[config.mk]
export PLATFORM = sky130hd
export DESIGN_NAME = ahb_master_mux2
export DESIGN_NICKNAME = d
export VERILOG_FILES = /design/src/rtl/ahb_master_mux2_pkg.sv /design/src/rtl/ahb_master_mux2_slot.sv /design/src/rtl/ahb_master_mux2.sv
export SDC_FILE = /design/constraint.sdc
export NUM_CORES = 1
export LEC_CHECK = 0
export ABC_CLOCK_PERIOD_IN_PS = 1600
export CELL_PAD_IN_SITES_DETAIL_PLACEMENT = 1
export CELL_PAD_IN_SITES_GLOBAL_PLACEMENT = 1
export CORE_MARGIN = 4
export CORE_UTILIZATION = 29
export CTS_CLUSTER_SIZE = 30
export DETAILED_ROUTE_END_ITERATION = 6
export GPL_ROUTABILITY_DRIVEN = 0
export GPL_TIMING_DRIVEN = 0
export HOLD_SLACK_MARGIN = 0.05
export PLACE_DENSITY_LB_ADDON = 0.25
export REMOVE_ABC_BUFFERS = 1
export SLEW_MARGIN = 20
export SYNTH_ARGS = -nofsm -noshare
export SYNTH_HDL_FRONTEND = slang
export SYNTH_SLANG_ARGS = --single-unit
export TNS_END_PERCENT = 50
[constraint.sdc]
create_clock -name HCLK -period 1.6 [get_ports HCLK]
set_clock_uncertainty 0.05 [all_clocks]
set_input_delay 0.4 -clock HCLK [delete_from_list [all_inputs] [get_ports HCLK]]
set_output_delay 0.4 -clock HCLK [all_outputs]
set_load 0.01 [all_outputs]
[src/rtl/ahb_master_mux2_pkg.sv]
// Shared constants and types for the two-master AHB-lite front end.
package ahb_master_mux2_pkg;

    localparam logic [1:0] HtransIdle   = 2'b00;
    localparam logic [1:0] HtransBusy   = 2'b01;
    localparam logic [1:0] HtransNonseq = 2'b10;
    localparam logic [1:0] HtransSeq    = 2'b11;

    localparam int unsigned ArbFixed = 0;
    localparam int unsigned ArbRr    = 1;

    typedef struct packed {
        logic [31:0] addr;
        logic        write;
        logic [2:0]  size;
    } ahb_req_t;

endpackage

[src/rtl/ahb_master_mux2_slot.sv]
// Per-master request slot: holds one captured address phase until the arbiter grants it.
module ahb_master_mux2_slot
    import ahb_master_mux2_pkg::*;
(
    input  logic        clk,
    input  logic        rst_n,
    input  logic [31:0] haddr,
    input  logic [1:0]  htrans,
    input  logic        hwrite,
    input  logic [2:0]  hsize,
    input  logic        hready_m,
    input  logic        grant,
    output logic        pend,
    output logic        req,
    output ahb_req_t    req_info
);

    logic     capture;
    logic     pend_q;
    logic     pend_d;
    ahb_req_t held_q;
    ahb_req_t live;

    assign capture = hready_m & ((htrans == HtransNonseq) | (htrans == HtransSeq));

    always_comb begin
        live       = '0;
        live.addr  = haddr;
        live.write = hwrite;
        live.size  = hsize;
    end

    // A fresh capture competes in the same cycle so an uncontended transfer costs one wait state.
    assign req      = pend_q | capture;
    assign req_info = pend_q ? held_q : live;
    assign pend     = pend_q;

    always_comb begin
        pend_d = req & ~grant;
    end

    always_ff @(posedge clk or negedge rst_n) begin
        if (!rst_n) begin
            pend_q <= 1'b0;
            held_q <= '0;
        end else begin
            pend_q <= pend_d;
            if (capture) begin
                held_q <= live;
            end
        end
    end

endmodule

[src/rtl/ahb_master_mux2.sv]
// Two-master AHB-lite front end: registers, arbitrates and replays master address phases.
module ahb_master_mux2
    import ahb_master_mux2_pkg::*;
#(
    parameter int unsigned RR_ARB = ArbFixed
) (
    input  logic        HCLK,
    input  logic        HRESETn,
    input  logic [31:0] HADDR_M0,
    input  logic [1:0]  HTRANS_M0,
    input  logic        HWRITE_M0,
    input  logic [2:0]  HSIZE_M0,
    input  logic [31:0] HWDATA_M0,
    output logic [31:0] HRDATA_M0,
    output logic        HREADY_M0,
    input  logic [31:0] HADDR_M1,
    input  logic [1:0]  HTRANS_M1,
    input  logic        HWRITE_M1,
    input  logic [2:0]  HSIZE_M1,
    input  logic [31:0] HWDATA_M1,
    output logic [31:0] HRDATA_M1,
    output logic        HREADY_M1,
    output logic [31:0] HADDR,
    output logic [1:0]  HTRANS,
    output logic        HWRITE,
    output logic [2:0]  HSIZE,
    output logic [31:0] HWDATA,
    input  logic        HREADY,
    input  logic [31:0] HRDATA
);

    logic     pend0, pend1;
    logic     req0, req1;
    logic     grant0, grant1;
    logic     prefer0;
    logic     aph0_q, aph1_q, dph0_q, dph1_q;
    logic     prio1_q, prio1_d;
    ahb_req_t info0, info1, win;

    ahb_master_mux2_slot u_slot0 (
        .clk      (HCLK),
        .rst_n    (HRESETn),
        .haddr    (HADDR_M0),
        .htrans   (HTRANS_M0),
        .hwrite   (HWRITE_M0),
        .hsize    (HSIZE_M0),
        .hready_m (HREADY_M0),
        .grant    (grant0),
        .pend     (pend0),
        .req      (req0),
        .req_info (info0)
    );

    ahb_master_mux2_slot u_slot1 (
        .clk      (HCLK),
        .rst_n    (HRESETn),
        .haddr    (HADDR_M1),
        .htrans   (HTRANS_M1),
        .hwrite   (HWRITE_M1),
        .hsize    (HSIZE_M1),
        .hready_m (HREADY_M1),
        .grant    (grant1),
        .pend     (pend1),
        .req      (req1),
        .req_info (info1)
    );

    assign HREADY_M0 = ~(pend0 | aph0_q | dph0_q) | (dph0_q & HREADY);
    assign HREADY_M1 = ~(pend1 | aph1_q | dph1_q) | (dph1_q & HREADY);
    assign HRDATA_M0 = HRDATA;
    assign HRDATA_M1 = HRDATA;

    // prio1_q set means M1 wins the next tie; only consulted in round-robin mode.
    always_comb begin
        prefer0 = (RR_ARB == ArbRr) ? ~prio1_q : 1'b1;
        grant0  = HREADY & req0 & (~req1 | prefer0);
        grant1  = HREADY & req1 & ~grant0;
        prio1_d = prio1_q;
        if (grant0) begin
            prio1_d = 1'b1;
        end else if (grant1) begin
            prio1_d = 1'b0;
        end
        win = grant1 ? info1 : info0;
    end

    always_comb begin
        HWDATA = '0;
        if (dph0_q) begin
            HWDATA = HWDATA_M0;
        end else if (dph1_q) begin
            HWDATA = HWDATA_M1;
        end
    end

    always_ff @(posedge HCLK or negedge HRESETn) begin
        if (!HRESETn) begin
            aph0_q  <= 1'b0;
            aph1_q  <= 1'b0;
            dph0_q  <= 1'b0;
            dph1_q  <= 1'b0;
            prio1_q <= 1'b0;
            HTRANS  <= HtransIdle;
            HADDR   <= '0;
            HWRITE  <= 1'b0;
            HSIZE   <= '0;
        end else if (HREADY) begin
            dph0_q  <= aph0_q;
            dph1_q  <= aph1_q;
            aph0_q  <= grant0;
            aph1_q  <= grant1;
            prio1_q <= prio1_d;
            // Bursts may be split by arbitration, so every replayed beat is NONSEQ.
            if (grant0 | grant1) begin
                HTRANS <= HtransNonseq;
                HADDR  <= win.addr;
                HWRITE <= win.write;
                HSIZE  <= win.size;
            end else begin
                HTRANS <= HtransIdle;
            end
        end
    end

endmodule
==> impl_results.md <==
* Core ar. at roughly 24,000 sq um
* Commonest non-fill, non-tap cells in the layout: clkdlybuf4s50_1 (137), dfrtp_1 (111), mux2_2 (63), dlygate4sd2_1 (37), nor2b_1 (36)
* Clk sinks at roughly 120
* DR WL/cell at approximately 26 um
* Fin. max-slew vios at 0
* CTS Root Cell: clkbuf_16
* Period minus WS final at between 2 and 2.5 ns
* Sequential power share at 28.8%
* Vias post-DR at 6,235
* Avg Inst Size Synth at between 10 and 15 sq um
* Synthesized area at 7060 sq um
* Total negative slack at -51.56 ns
* HP Class: in -> async
* Clk slew on worst S/H paths at approximately 0.060 ns
* Worst-Skew Late Latency at ~0.4 ns
* Share of the synthesized area in the top cell type at 40.8%
* Synth top area cells: dfrtp_1 (41%), mux2_2 (11%), buf_4 (8.1%)
* Die area at 26,900 sq um
* Via/cell ratio at 5.27
* Grt ovf at 0
* Drt drc at 0
* Clk buf depth at 2
* Power per Cell Area at approximately 1700 nW/um^2
* Tot Pwr at between 15 and 20 mW
* Fin Hold WS at 0.419 ns
* Reg2reg start: dph0_q$_DFFE_PN0P_
* Setup slack, reg-to-reg at -0.50 ns
* Slew HR at roughly half
* Pint at approximately 11 mW
* Final core utilization at a little under half
* Area Overhead vs Synth at 52.1%
* Post-synth top area cell: dfrtp_1
* Rows at 56
* Startpoint Class: register
* TritonCTS clock tree: done
* Final net count at just over 1,000
* Final ANT Viol Nets at 0
* Die Height at 164 um
* Vias in the first global route at ~6,900
* Setup CP Type: reg -> out
* Leakage power at 4.45 nW
* IR drop worst, VDD at about 0.70 mV
* First-pass GRT wire length at 43,900 um
* FMAX at 0.466 GHz
* WL final at approximately 31,000 um
* Data arrival, critical path at around 1.7 ns
* Layout cells sized above 1 at roughly 36%
* Max-cap violations at 0
* Worst-margin pin slew at between 0.7 and 0.8 ns
* DRT Pass-1 Iters at 4
* Reg2reg path depth at 11
* Status: complete, but fails checks
* Endpoints failing hold at 0
* Die Wd at 164 um
* Num ports at approximately 310
* Post-Place Setup Slack at -1.47 ns
* Most common cell after layout, fill and taps aside: clkdlybuf4s50_1
* H-tree levels at 4
* Initial antenna violation count at 5
* Library cells used by synthesis at 40
* Worst Path Required at ~1.2 ns
* Mapped Cells at 657
* Fill count at between 2,000 and 3,000
* GRT Overall Usage at between 20% and 30%
* Final worst slack at -0.545 ns
* Clock buffer count from CTS at 17
* Crit. End Element: primary output
* Initial core utilization at between 20% and 30%
* CP max FO at 6
* Post-synthesis sequential area ratio at 40.8%
* Port bufs at 211
* Failing checks: setup timing
* Final Cycle Share at 134%
* FF+latch count, synth at about 120
* Clk pwr share at between 20% and 30%
* Psw at 6.46 mW
* Switching part of the total at approximately 36%
* Worst r2r dst: HADDR[14]$_DFFE_PN0P_
* RSZ-0062 raised after global routing: true
* Ys Warns at 0
* Endpoints failing setup at between 100 and 150
* HPWL after DPL at between 15,000 and 20,000 um
* Logic pwr share at between 50% and 60%
* Starting DRT DRC Count at 194
* Largest net degree at the start of global routing at 72
## state kept, by name, indices dropped and copies added (netlist names)
register / count
dph0_q: 1
u_slot1.held_q: 36
u_slot0.pend: 1
u_slot0.held_q: 36
aph0_q: 1
HSIZE: 3
HADDR: 32
aph1_q: 1
HWRITE: 1
HTRANS: 1
u_slot1.pend: 1
dph1_q: 1
## power by group through the flow
stage          sequential [mW]  clock (mW)  combinational (mW)
4_1_cts                   5.09        3.79                8.30
5_1_grt                   5.29        3.92                9.64
3_3_place_gp              5.41           0                6.10
6_report                  5.14        3.68                9.01
2_1_floorplan             5.42           0                3.63
3_5_place_dp              5.37           0                7.07
## how the worst max path moves through the flow
| stage | from | endpoint | cells after the start | slack, ns |
|---|---|---|---|---|
| after floorplan | u_slot0.pend$_DFF_PN0_ | HADDR[0]$_DFFE_PN0P_ | 4 | -2.75 |
| after global placement | u_slot0.pend$_DFF_PN0_ | HSIZE[0]$_DFFE_PN0P_ | 4 | -5.00 |
| after detailed placement | dph0_q$_DFFE_PN0P_ | HWDATA[7] | 4 | -1.47 |
| after CTS | dph0_q$_DFFE_PN0P_ | HWDATA[8] | 5 | -0.55 |
| after global routing | dph0_q$_DFFE_PN0P_ | HWDATA[24] | 5 | -0.58 |
| final | dph0_q$_DFFE_PN0P_ | HWDATA[13] | 5 | -0.55 |
## per-layer routing
layer / up-vias / global-route usage [%] / routed length (um)
li1: 2724 / - / -
met1: 3196 / 26.2 / 13000
met2: 284 / 36.1 / 14500
met3: 27 / 8.86 / 2780
met4: 4 / 5.83 / 462
met5: - / 3.79 / 75
## metrics by stage
step / cell area [sq um] / std cells
floorplan: 6180 / 535
detailed placement: 8950 / 1075
global placement: 8690 / 1065
finish: 10700 / 1182
CTS: 10200 / 1164
global route: 10700 / 1182
## cell families (layout without fill, tap and decap cells)
kind of cell | after synthesis | in the layout | synth area share [%]
AOI/OAI and AO/OA | 186 | 187 | 19.6
buffers and inverters | 124 | 326 | 12.6
and+or+nand+nor | 121 | 122 | 9.65
DFF | 115 | 115 | 40.8
muxes | 110 | 110 | 17.3
other | 1 | 3 | 0.0531
## timing repair
item	CTS	global route
pin swaps	10	45
gates resized for setup	213	117
hold endpoints to repair	44	0
hold buffers	1	0
buffers inserted	45	17
gates cloned	11	6
setup endpoints to repair	185	148
## layout make-up
type	count	area, sq um	area share, %
Multi-Input combinational cell	420	3630	33.9
Timing Repair Buffer	292	3230	30.1
Sequential cell	115	2890	26.9
Clock buffer	19	443	4.13
Tap cell	319	399	3.72
Clock inverter	13	125	1.17
Inverter	2	7.51	0.0700
Antenna cell	2	5.00	0.0466
## Yosys cell counts, drive strengths merged
cell type and count:
a211o 1, a211oi 36, a21o 1, a21oi 37, a22o 33, a22oi 1, a32o 36, and2 1
buf 101, clkbuf 21, conb 1, dfrtp 115, inv 2, mux2 74, mux2i 36, nand2 39
nor2 5, nor2b 37, nor3 1, nor3b 1, o21a 1, o21ai 39, o31ai 1, or2 37
## critical path, cell delays in order (launching register included)
cell and delay [ns]:
dfrtp_4 0.51, buf_6 0.15, buf_12 0.14, buf_12 0.13, a22o_1 0.20, buf_2 0.14
No activity file was read; power rests on OpenSTA's default activity.
